## src/rtl/jstk_pkg.sv

```systemverilog
// Shared types and constants for the PmodJSTK SPI slave emulator.
// Byte indices name the position of each field in the 5-byte joystick frame.
package jstk_pkg;

  typedef enum logic [1:0] {
    ST_IDLE  = 2'd0,
    ST_SHIFT = 2'd1,
    ST_HOLD  = 2'd2
  } state_t;

  localparam int FRAME_BYTES = 5;
  localparam logic [5:0] CMD_PREFIX = 6'b100000;

  localparam int B0_IDX = 0;
  localparam int B1_IDX = 1;
  localparam int B2_IDX = 2;
  localparam int B3_IDX = 3;
  localparam int B4_IDX = 4;

  // Frame byte for a given index; indices past the last field read as zero.
  function automatic logic [7:0] tx_byte(input int idx, input logic [9:0] x,
                                         input logic [9:0] y, input logic [2:0] btn);
    logic [7:0] b;
    b = 8'h00;
    case (idx)
      B0_IDX:  b = x[7:0];
      B1_IDX:  b = {6'b0, x[9:8]};
      B2_IDX:  b = y[7:0];
      B3_IDX:  b = {6'b0, y[9:8]};
      B4_IDX:  b = {5'b0, btn};
      default: b = 8'h00;
    endcase
    return b;
  endfunction

endpackage

```

## src/rtl/jstk_spi_slave_sync_edge.sv

```systemverilog
// Multi-flop synchronizer with one-cycle rise/fall pulses on the synchronized level.
// Reset value sets the idle level so leaving reset produces no false edge.
module sync_edge #(
  parameter int   STAGES  = 2,
  parameter logic RST_VAL = 1'b0
) (
  input  logic clk,
  input  logic rst,
  input  logic d,
  output logic rise,
  output logic fall
);

  logic [STAGES-1:0] r_sync;
  logic              r_prev;

  always_ff @(posedge clk) begin
    if (rst) begin
      r_sync <= {STAGES{RST_VAL}};
      r_prev <= RST_VAL;
    end else begin
      r_sync <= {r_sync[STAGES-2:0], d};
      r_prev <= r_sync[STAGES-1];
    end
  end

  assign rise = r_sync[STAGES-1] & ~r_prev;
  assign fall = ~r_sync[STAGES-1] & r_prev;

endmodule

```

## src/rtl/jstk_spi_slave.sv

```systemverilog
// PmodJSTK emulator: SPI mode-0 slave returning joystick position/buttons
// and taking an LED command from the first received byte of each frame.
//
// state    | meaning
// ST_IDLE  | waiting for ss to fall; miso held low
// ST_SHIFT | frame in progress; shifting rx on sclk rise, tx on sclk fall
// ST_HOLD  | all frame bits received; sclk ignored until ss rises
module jstk_spi_slave #(
  parameter int SYNC_STAGES = 2,
  parameter int FRAME_BYTES = jstk_pkg::FRAME_BYTES
) (
  input  logic       clk,
  input  logic       rst,
  input  logic       ss,
  input  logic       sclk,
  input  logic       mosi,
  output logic       miso,
  input  logic [9:0] pos_x,
  input  logic [9:0] pos_y,
  input  logic [2:0] buttons,
  output logic [1:0] led,
  output logic       xfer_done,
  output logic       frame_err
);
  import jstk_pkg::*;

  localparam int BCW = $clog2(FRAME_BYTES + 1);
  localparam int SCW = $clog2(SYNC_STAGES + 2);

  state_t r_state, w_state_nxt;

  logic                   w_ss_rise, w_ss_fall, w_sclk_rise, w_sclk_fall;
  logic [SYNC_STAGES-1:0] r_mosi_sync;
  logic                   w_mosi_s;
  logic [SCW-1:0]         r_settle;
  logic                   w_start, w_last_bit, w_miso;
  logic [2:0]             r_bit_cnt;
  logic [BCW-1:0]         r_byte_cnt;
  logic [7:0]             r_tx, r_rx, r_cmd;
  logic [9:0]             r_snap_x, r_snap_y;
  logic [2:0]             r_snap_btn;
  logic [1:0]             r_led;
  logic                   r_xfer_done, r_frame_err;

  sync_edge #(.STAGES(SYNC_STAGES), .RST_VAL(1'b1)) u_sync_ss (
    .clk(clk), .rst(rst), .d(ss), .rise(w_ss_rise), .fall(w_ss_fall)
  );

  sync_edge #(.STAGES(SYNC_STAGES), .RST_VAL(1'b0)) u_sync_sclk (
    .clk(clk), .rst(rst), .d(sclk), .rise(w_sclk_rise), .fall(w_sclk_fall)
  );

  always_ff @(posedge clk) begin
    if (rst) r_mosi_sync <= '0;
    else     r_mosi_sync <= {r_mosi_sync[SYNC_STAGES-2:0], mosi};
  end
  assign w_mosi_s = r_mosi_sync[SYNC_STAGES-1];

  // A fall seen while the ss chain is still flushing its reset value is an
  // artefact of reset released mid-frame, not a new frame start.
  assign w_start    = (r_state == ST_IDLE) && w_ss_fall && (r_settle == '0);
  assign w_last_bit = (r_bit_cnt == 3'd7) && (r_byte_cnt == BCW'(FRAME_BYTES - 1));

  always_ff @(posedge clk) begin
    if (rst) r_state <= ST_IDLE;
    else     r_state <= w_state_nxt;
  end

  always_comb begin
    w_state_nxt = r_state;
    case (r_state)
      ST_IDLE:  if (w_start) w_state_nxt = ST_SHIFT;
      ST_SHIFT: begin
        if (w_ss_rise)                      w_state_nxt = ST_IDLE;
        else if (w_sclk_rise && w_last_bit) w_state_nxt = ST_HOLD;
      end
      ST_HOLD:  if (w_ss_rise) w_state_nxt = ST_IDLE;
      default:  w_state_nxt = ST_IDLE;
    endcase
  end

  always_comb begin
    w_miso = 1'b0;
    if (r_state == ST_SHIFT) w_miso = r_tx[7];
  end

  always_ff @(posedge clk) begin
    if (rst) begin
      r_settle    <= SCW'(SYNC_STAGES + 1);
      r_bit_cnt   <= '0;
      r_byte_cnt  <= '0;
      r_tx        <= '0;
      r_rx        <= '0;
      r_cmd       <= '0;
      r_snap_x    <= '0;
      r_snap_y    <= '0;
      r_snap_btn  <= '0;
      r_led       <= 2'b00;
      r_xfer_done <= 1'b0;
      r_frame_err <= 1'b0;
    end else begin
      r_xfer_done <= 1'b0;
      r_frame_err <= 1'b0;
      if (r_settle != '0) r_settle <= r_settle - SCW'(1);
      case (r_state)
        ST_IDLE: begin
          if (w_start) begin
            r_snap_x   <= pos_x;
            r_snap_y   <= pos_y;
            r_snap_btn <= buttons;
            r_tx       <= tx_byte(B0_IDX, pos_x, pos_y, buttons);
            r_rx       <= '0;
            r_bit_cnt  <= '0;
            r_byte_cnt <= '0;
          end
        end
        ST_SHIFT: begin
          if (w_ss_rise) begin
            r_frame_err <= 1'b1;
          end else if (w_sclk_rise) begin
            r_rx <= {r_rx[6:0], w_mosi_s};
            if (r_bit_cnt == 3'd7) begin
              r_bit_cnt  <= '0;
              r_byte_cnt <= r_byte_cnt + BCW'(1);
              if (r_byte_cnt == '0) r_cmd <= {r_rx[6:0], w_mosi_s};
            end else begin
              r_bit_cnt <= r_bit_cnt + 3'd1;
            end
          end else if (w_sclk_fall) begin
            // Byte boundary loads the next field; a fall before any rise is ignored.
            if (r_bit_cnt != 3'd0)
              r_tx <= {r_tx[6:0], 1'b0};
            else if (r_byte_cnt != '0)
              r_tx <= tx_byte(int'(r_byte_cnt), r_snap_x, r_snap_y, r_snap_btn);
          end
        end
        ST_HOLD: begin
          if (w_ss_rise) begin
            if (r_cmd[7:2] == CMD_PREFIX) begin
              r_led       <= r_cmd[1:0];
              r_xfer_done <= 1'b1;
            end else begin
              r_frame_err <= 1'b1;
            end
          end
        end
        default: ;
      endcase
    end
  end

  assign miso      = w_miso;
  assign led       = r_led;
  assign xfer_done = r_xfer_done;
  assign frame_err = r_frame_err;

endmodule

```

## config.mk

```make
export PLATFORM = sky130hd
export DESIGN_NAME = jstk_spi_slave
export DESIGN_NICKNAME = d
export VERILOG_FILES = /design/src/rtl/jstk_pkg.sv /design/src/rtl/jstk_spi_slave_sync_edge.sv /design/src/rtl/jstk_spi_slave.sv
export SDC_FILE = /design/constraint.sdc
export NUM_CORES = 1
export LEC_CHECK = 0
export ABC_AREA = 1
export BUFFER_PORTS_ARGS = -buffer_cell sky130_fd_sc_hd__buf_2
export CORE_ASPECT_RATIO = 1.5
export CORE_MARGIN = 2
export CORE_UTILIZATION = 58
export DETAILED_ROUTE_END_ITERATION = 6
export PLACE_DENSITY = 0.79
export SLEW_MARGIN = 20
export SYNTH_ARGS = -nofsm -noshare
export SYNTH_HDL_FRONTEND = slang
export SYNTH_HIERARCHICAL = 1
export SYNTH_SLANG_ARGS = --single-unit
```

## constraint.sdc

```tcl
create_clock -name clk -period 1.8 [get_ports clk]
set_input_delay 0.09 -clock clk [delete_from_list [all_inputs] [get_ports clk]]
set_output_delay 0.09 -clock clk [all_outputs]
set_load 0.01 [all_outputs]
```

## Word-level counts from Yosys, hierarchy flattened

Index checks and enable logic that the tools add are counted.

| word-level totals | value |
|---|---|
| register bits after elaboration | 68 |
| input bits | 28 |
| output and inout port bits | 5 |
| word-level logic and storage cells | 99 |

| cells by class | value |
|---|---|
| $add $sub $neg | 3 |
| eq/ne operators | 17 |
| mux-type cells | 32 |
| bitwise gates (word level) | 10 |
| reduce and logical (&&, ||, !) cells | 19 |

Operators by type and width:

| kind | count |
|---|---|
| $mux 8 | 6 |
| $pmux 8 s5 | 1 |
| $mux 3 | 7 |
| $mux 7 | 3 |
| $pmux 8 s2 | 1 |
| $pmux 7 s2 | 1 |
| $pmux 3 s2 | 2 |
| $reduce_and 5->1 | 2 |
| $mux 2 | 4 |
| $ne 2x2->1 const B | 4 |
| $add 3x1->3 const B | 2 |
| $eq 3x2->1 const B | 2 |
| $eq 3x3->1 const B | 2 |
| $eq 6x6->1 const B | 1 |
| $ne 2x1->1 const B | 3 |
| $not 1->1 | 6 |
| $pmux 2 s3 | 1 |
| $reduce_and 3->1 | 2 |
| $reduce_and 6->1 | 1 |
| $reduce_bool 3->1 | 2 |
| $mux 1 | 5 |
| $and 1x1->1 | 4 |
| $logic_and 1x1->1 | 4 |
| $logic_not 2->1 | 2 |
| 12 further kinds | 13 |

## Longest topological paths before layout

Gate-level depths: netlist of run 1.

| depth | value |
|---|---|
| word-level depth | 8 |
| gate-level depth with buffers | 13 |
| mapped depth without buffers | 12 |

## Modules after synthesis

The synthesis of run 1 kept the hierarchy.

By module, submodules not included:

| module | times used | cells an instance | area each (um^2) | sequential area each (um^2) |
|---|---|---|---|---|
| jstk_spi_slave | 1 | 397 | 2865.2 | 1241.2 |
| sync_edge at u_sync_ss | 1 | 13 | 97.6 | 60.1 |
| sync_edge at u_sync_sclk | 1 | 12 | 93.8 | 60.1 |

## Worst setup path before layout of run 1

Ideal clock, no wire load.

| path | value |
|---|---|
| path kind | register -> register |
| start | register r_byte_cnt[0] |
| end | register r_tx[6] |
| library setup time | 114 ps |
| arrival | 1407 ps |
| data required time | 1686 ps |
| path slack | 279 ps |
| stages on the path, launching flop included | 13 |
| path buffers | 1 |
| period minus slack after synthesis | 1521 ps |
| cell sequence | dfxtp_1 > inv_1 > ha_1 > inv_2 > nor2_4 > nand2_2 > nand2_1 > nand2_1 > nand2_2 > inv_2 > buf_6 > o21ai_2 > nor2_2 |

| on the way | value |
|---|---|
| word-level cells in the longest chain between the ends | 8 |
| elaborated cells on any way between the ends | 15 |
| classes of those cells | eq/ne: 5; mux: 7; reduce/logical: 3 |

Ends and longest elaborated chain:

| what | line | source |
|---|---|---|
| start, declared | jstk_spi_slave.sv:38 | `logic [BCW-1:0] r_byte_cnt;` |
| start signal, assigned | jstk_spi_slave.sv:124 | `r_byte_cnt <= r_byte_cnt + BCW'(1);` |
| $eq 3x3->1, or another cell as far along | jstk_pkg.sv:25 | `case (idx)` |
| $pmux 8 s5 | jstk_pkg.sv:25 |  |
| $mux 8 | jstk_spi_slave.sv:133 | `else if (r_byte_cnt != '0)` |
| $mux 8 | jstk_spi_slave.sv:131 | `if (r_bit_cnt != 3'd0)` |
| $mux 8 | jstk_spi_slave.sv:129 | `end else if (w_sclk_fall) begin` |
| $mux 8 | jstk_spi_slave.sv:120 | `end else if (w_sclk_rise) begin` |
| $mux 8 | jstk_spi_slave.sv:118 | `if (w_ss_rise) begin` |
| $pmux 8 s2 | jstk_spi_slave.sv:105 | `case (r_state)` |
| end signal, assigned | jstk_spi_slave.sv:111 | `r_tx <= tx_byte(B0_IDX, pos_x, pos_y, buttons);` |
| end signal, assigned | jstk_spi_slave.sv:132 | `r_tx <= {r_tx[6:0], 1'b0};` |
| end signal, assigned | jstk_spi_slave.sv:134 | `r_tx <= tx_byte(int'(r_byte_cnt), r_snap_x, r_snap_y, r_snap_btn);` |
| end, declared | jstk_spi_slave.sv:39 | `logic [7:0] r_tx, r_rx, r_cmd;` |

Several ways; a longest one is shown, not always the timed one. The select of a mux whose other input is x is not followed.
A chain may end at the register's enable or synchronous reset.

## Worst setup path in the final report of run 1

| path | value |
|---|---|
| start | register r_state[1] |
| end | output port miso |

| on the way | value |
|---|---|
| word-level cells in the longest chain between the ends | 2 |

Ends and longest elaborated chain:

| what | line | source |
|---|---|---|
| start, declared | jstk_spi_slave.sv:30 | `state_t r_state, w_state_nxt;` |
| start signal, assigned | jstk_spi_slave.sv:66 | `else r_state <= w_state_nxt;` |
| $eq 2x1->1 | jstk_spi_slave.sv:84 | `if (r_state == ST_SHIFT) w_miso = r_tx[7];` |
| $mux 1 | jstk_spi_slave.sv:84 |  |
| end, declared | jstk_spi_slave.sv:17 | `output logic miso,` |

Every way passes these cells.

==> results of run 1 <==
[cells in the mapped netlist (2+ instances only)]
cell type,n,share of area
a21oi_1,54,0.088
buf_2,3,0.0049
buf_6,2,0.0074
clkbuf_1,12,0.015
dfxtp_1,68,0.45
ha_1,13,0.053
inv_1,58,0.071
inv_2,3,0.0037
nand2_1,57,0.070
nand2_2,5,0.010
nand3_1,32,0.052
nand3_2,3,0.0098
nor2_1,50,0.061
nor2_2,2,0.0041
nor3_1,3,0.0049
o21ai_0,45,0.074
o21ai_1,5,0.0082
[registers in the layout (all words and copies together) (netlist names), 3 cells and up]
signal,count
r_bit_cnt,3
r_byte_cnt,3
r_cmd,8
r_rx,7
r_snap_btn,3
r_snap_x,10
r_snap_y,10
r_tx,8
[cells by family (layout without fill, tap and decap cells)]
kind of cell             after synthesis  in the layout  synth area share
buffers and inverters                 82            123             0.109
AO/OA/AOI/OAI                        106            106             0.176
flip-flops                            68             68             0.445
adder cells (fa/ha/maj)               13             13            0.0532
AND/OR/NAND/NOR                      153            153             0.217
[worst paths after layout]
path                           endpoint  slack, ps  cells after the start
hold / removal              r_snap_y[9]         20                      3
hold reg to reg   u_sync_sclk/r_sync[1]        410                      2
setup reg to reg                r_rx[3]        150                     10
setup / recovery                   miso         90                      7
[worst min-delay path, stage by stage]
cell and delay, ps:
buf_2 70, o21ai_0 70, a21oi_1 100
[metal layers]
layer	global-route usage	vias up	share of wire
met5	0	-	0
met4	0.127	0	0.025
met3	0.0462	12	0.031
met2	0.441	45	0.51
met1	0.242	1209	0.44
li1	-	1416	-
[power by group through the flow]
stage	logic (mW)	clock network (mW)	registers, mW
floorplan	1.20	0	1.79
global placement	1.49	0	1.81
detailed placement	1.52	0	1.82
CTS	1.54	1.28	1.78
global route	1.76	1.34	1.80
finish	1.56	1.28	1.79
[layout make-up]
| class | count | share of cell area |
|---|---|---|
| clock buffers | 12 | 0.0441 |
| repair buffers | 45 | 0.0754 |
| inverters | 62 | 0.0669 |
| multi-input cells | 272 | 0.389 |
| well taps | 68 | 0.0242 |
| clock inverters | 4 | 0.0135 |
| flip-flops and latches | 68 | 0.387 |
[through the flow]
step                cell area, µm²  instances  setup slack [ps]   util
finish                        3520        531              92.3  0.686
global route                  3520        531              6.98  0.686
CTS                           3510        531              38.7  0.685
detailed placement            3280        512               150  0.639
global placement              3280        512               193  0.639
floorplan                     3060        422               279      -
[what timing repair did]
item / in CTS / in global routing
hold buffers: 3 / 0
hold endpoints to repair: 3 / 0
gates resized for setup: 0 / 3
endpoints found under the setup margin: 0 / 8
==> out/results.ini, run 1 <==
[worst_setup_path]
crit_type = reg -> out
startpoint_type = flop
cp.arrival_ps = 1620
crit_path_cell_trace = inv_1 -> ha_2 -> buf_4 -> buf_4 -> nand2_1 -> inv_1 -> buf_2
rr_startpoint = r_state[0]
critPathBufInv = 5
crit_fanout = 15
critPathTopFamily = buffers and inverters
crit_path_top_delay_cell = dfxtp_1
cp_slowest_stage_delay_ps = 330
required_ps = 1710
endpoint_kind = output port
crit_path_start = r_state[1]

[logic_synthesis]
postSynthRegisterBits = 68
seq_area_frac_synth = 0.445
ys_warn_count = 6
synth-edff-count = 0
synthFlopType = dfxtp_1
synthCells = 422
mappedNetlistNets = 463
ys_types = 24
async_reset_ff_frac = 0
syn_area_per_cell_um2 = 7.24
synth_area_mm2 = 0.00306

[floorplanning]
core_area_mm2 = 0.00512
die_area_mm2 = 0.00588
row_count = 32
initial_core_util = 0.596
io_pins = 33
dieHeight_um = 92.9
die_x_um = 63.3

[clock_tree]
postCtsSetupRepairBufs = 0
cts_tree = yes
cts_sinks = 68
clkSlewWorstSetupHoldPaths_ps = 70
cts_max_level = 3
clock-root-buffer = clkbuf_8
cts_made_buffers = 9
clock_tree.buffer_depth = 2
clkLatencyLatePin_ps = 350

[grt]
track_usage = 0.235
grt_pass1_wl_mm = 10.9
grt_overflow_total = 0
antenna_found_initial = 0
grt_max_degree = 47
grt_pass1_vias = 2661

[drt]
wl_per_cell_um = 12.0
viasPerCell = 5.05
drcViolationCount = 0
drt_first_pass_iters = 4
vias = 2682
drt-total-wl_mm = 6.36
detail_route.iter0.violations = 184
antenna_left = 0

[timing]
fin_skew_ps = 7.62
hold_viol = 0
rsz0062_at_grt = no
post-route-period-util = 0.949
worst_slew_pin_slew_ps = 401
setup_viol = 0
fin_crit_ps = 1710
finalSetupTns_ps = 0
slew_violations = 0
fmax_ghz = 0.586
slew_headroom = 0.732
whs_ps = 17.9

[finish]
layout_commonest_cell = dfxtp_1
diodes = 0
nets = 499
regArea_mm2 = 0.00136
multi_input_area_mm2 = 0.00137
area_growth_pct = 15.1
n_fill_cell = 459
mostFrequentLayoutCells = 68 x dfxtp_1, 58 x inv_1, 57 x nand2_1
drive_gt1_frac = 0.160

[place]
place.gp.congestion = 0.848
portBuffers = 32
dpl.hpwl_mm = 4.39

[pwr]
share_seq_of_total_power = 0.387
total_power_mw = 4.62
swShare = 0.369
p_leak_nw = 1.48
p_int_mw = 2.92
p_clk_frac = 0.276
switching_power_mw = 1.70
power_density_mw_per_mm2 = 1310
irDropWorstVdd_mv = 0.827
p_comb_frac = 0.337

[hold_path]
hp-start = pos_y[9]
hp-class = in -> reg

[job]
cap_violations = 0

[outcome]
status = finished, final reports clean

Power figures use the tool's default switching activity.
==> inputs of run 2 (changes only) <==
--- a/config.mk
+++ b/config.mk
@@ -5,7 +5,6 @@
 export SDC_FILE = /design/constraint.sdc
 export NUM_CORES = 1
 export LEC_CHECK = 0
-export ABC_AREA = 1
 export BUFFER_PORTS_ARGS = -buffer_cell sky130_fd_sc_hd__buf_2
 export CORE_ASPECT_RATIO = 1.5
 export CORE_MARGIN = 2
==> constraint.sdc (replaced) <==
create_clock -name clk -period 1.8 [get_ports clk]
set_input_delay 0.09 -clock clk [delete_from_list [all_inputs] [get_ports clk]]
set_output_delay 0.09 -clock clk [all_outputs]
set_load 0.02 [all_outputs]
==> out/results.ini, run 2 <==
[finish]
layout_commonest_cell = nand2_1
multi_input_area_mm2 = 0.00167
drive_gt1_frac = 0.233
regArea_mm2 = 0.00137
n_fill_cell = 331
largestRegisters = r_snap_x x10, r_snap_y x10
area_growth_pct = 29.6
diodes = 0
finalNonFillerCells = 498
mostFrequentLayoutCells = 66 x nand2_1, 64 x dfxtp_1, 41 x a21oi_1
nets = 466

[timing]
finalSetupTns_ps = 0
setup_viol = 0
fin_crit_ps = 1720
timing.final.ws_setup_ps = 84.5
hold_viol = 0
worst_slew_pin_slew_ps = 438
fmax_ghz = 0.583
fin_skew_ps = 10.8
whs_ps = 176
post-route-period-util = 0.953
slew_headroom = 0.708
slew_violations = 0

[pwr]
swShare = 0.285
total_power_mw = 3.92
share_seq_of_total_power = 0.416
power_density_mw_per_mm2 = 976
irDropWorstVdd_mv = 0.596
p_clk_frac = 0.354
p_leak_nw = 1.48
switching_power_mw = 1.12
p_comb_frac = 0.231
p_int_mw = 2.80

[grt]
antenna_found_initial = 0
grt_max_degree = 44
grt_pass1_wl_mm = 12.3
grt_pass1_vias = 2832
grt_overflow_total = 0
track_usage = 0.265

[floorplanning]
dieHeight_um = 93.5
die_x_um = 63.7
row_count = 32
die_area_mm2 = 0.00596
io_pins = 33
core_area_mm2 = 0.00516
initial_core_util = 0.600

[clock_tree]
cts_made_buffers = 9
clkLatencyLatePin_ps = 350
cts_max_level = 3
cts_tree = yes
postCtsSetupRepairBufs = 0
cts_sinks = 68
clock_tree.buffer_depth = 2
clock-root-buffer = clkbuf_8
clkSlewWorstSetupHoldPaths_ps = 70

[hold_path]
min_to = r_byte_cnt[1]
hp-start = rst
min_path_cells = 2
hp-class = in -> reg

[logic_synthesis]
synth_xor_area_frac = 0.00283
ys_types = 47
yosysTopAreaCell = dfxtp_1
seq_area_frac_synth = 0.439
synth.most_common_cell = dfxtp_1
synthTopCellsByCount = 68 x dfxtp_1, 66 x nand2_1, 42 x a21oi_1
synth-edff-count = 0
synthSimpleGateAreaFrac = 0.211
synth_fa_ha_area_frac = 0.0525
synth-compound-area-share = 0.169
synth_area_leaders = dfxtp_1 44%, nand2_1 8.0%, a21oi_1 6.8%, mux2i_1 6.8%, ha_1 5.2%
netlist.area_leader.share = 0.439
async_reset_ff_frac = 0
synthFlopType = dfxtp_1
synth_area_mm2 = 0.00310
synth_top_family_by_area = simple AND/OR/NAND/NOR gates
mappedNetlistNets = 398
postSynthRegisterBits = 68
ys_warn_count = 6
synthCells = 357
muxShareOfSynthArea = 0.0751
syn_area_per_cell_um2 = 8.68

[drt]
drt-total-wl_mm = 7.31
detail_route.iter0.violations = 234
wl_per_cell_um = 14.7
viasPerCell = 5.58
drcViolationCount = 0
antenna_left = 0
vias = 2778
drt_first_pass_iters = 5

[worst_setup_path]
reg2reg_depth = 7
crit_type = reg -> reg
required_ps = 2030
crit_fanout = 8
startpoint_type = flop
regToRegSetupSlack_ps = 80
rr_startpoint = r_bit_cnt[0]
r2r_end = r_cmd[4]
cp.arrival_ps = 1940
endpoint_kind = flop

[place]
dp.cells = 456
place.gp.congestion = 0.869
place_ws_ps = 18.5
dpl.hpwl_mm = 4.69
portBuffers = 32

[job]
cap_violations = 0

[outcome]
status = finished, final reports clean

## run 2: changes by cell type after synthesis, sizes merged, moves of 4 or more
cell    previous run  this run
a22o               0         5
a21oi             54        42
inv               61        14
nor2              53        26
and2               0        11
o21ai             51         8
a311oi             0         6
nand3             35         5
nand2             62        66
mux2i              0        21
nor2b              0         9
## run 2: worst max path at each step
stage	startpoint	end	slack [ps]	depth (start not counted)
after floorplan	r_byte_cnt[0]	r_tx[5]	30	7
after global placement	r_state[1]	r_byte_cnt[2]	90	6
after detailed placement	r_state[1]	r_byte_cnt[2]	20	6
after CTS	r_byte_cnt[0]	r_cmd[4]	5	8
after global routing	r_byte_cnt[0]	r_tx[1]	-10	7
final	r_bit_cnt[0]	r_cmd[4]	80	7
## run 2: cells by family after synthesis
| kind of cell | Yosys count |
|---|---|
| simple gates | 135 |
| compound gates | 81 |
| flops | 68 |
| buf+inv | 36 |
| mux | 23 |
| fa+ha+maj | 13 |
| xor+xnor | 1 |
## run 2: area by class of cell
type	count	area share
Tap cell	68	0.0212
Clock inverter	7	0.0249
Sequential cell	68	0.341
Clock buffer	9	0.0308
Timing Repair Buffer	78	0.152
Multi-Input combinational cell	253	0.416
Inverter	15	0.0140
## run 2: per-stage QoR
stage / util / area [µm²]
3_3_place_gp: 0.665 / 3430
4_1_cts: 0.759 / 3920
2_1_floorplan: - / 3100
5_1_grt: 0.778 / 4020
3_5_place_dp: 0.665 / 3430
6_report: 0.778 / 4020
## run 2: layer usage
layer,share of wire,track usage,vias to the layer above
met5,0,0,-
met4,0.029,0.143,0
met3,0.042,0.0578,26
met2,0.53,0.478,87
met1,0.40,0.282,1299
li1,-,-,1366
## run 2: critical path, stage by stage (launching register included)
cell and delay [ps]:
dfxtp_2 350, ha_1 150, ha_2 240, nand4b_1 170, nor3_4 190, buf_12 160
mux2i_1 250, nor2_1 90
## run 2: power groups by stage
stage	registers [mW]	logic (mW)	clock network, mW
5_1_grt	1.64	0.980	1.47
2_1_floorplan	1.64	0.522	0
3_3_place_gp	1.65	0.748	0
6_report	1.63	0.905	1.39
4_1_cts	1.62	0.825	1.41
3_5_place_dp	1.65	0.776	0
## run 2: what timing repair did
action / in CTS / in global routing
hold buffers: 26 / 0
endpoints found under the setup margin: 1 / 42
endpoints found under the hold margin: 26 / 0
pin swaps: 0 / 6
gates cloned: 0 / 0
resized for setup: 2 / 26
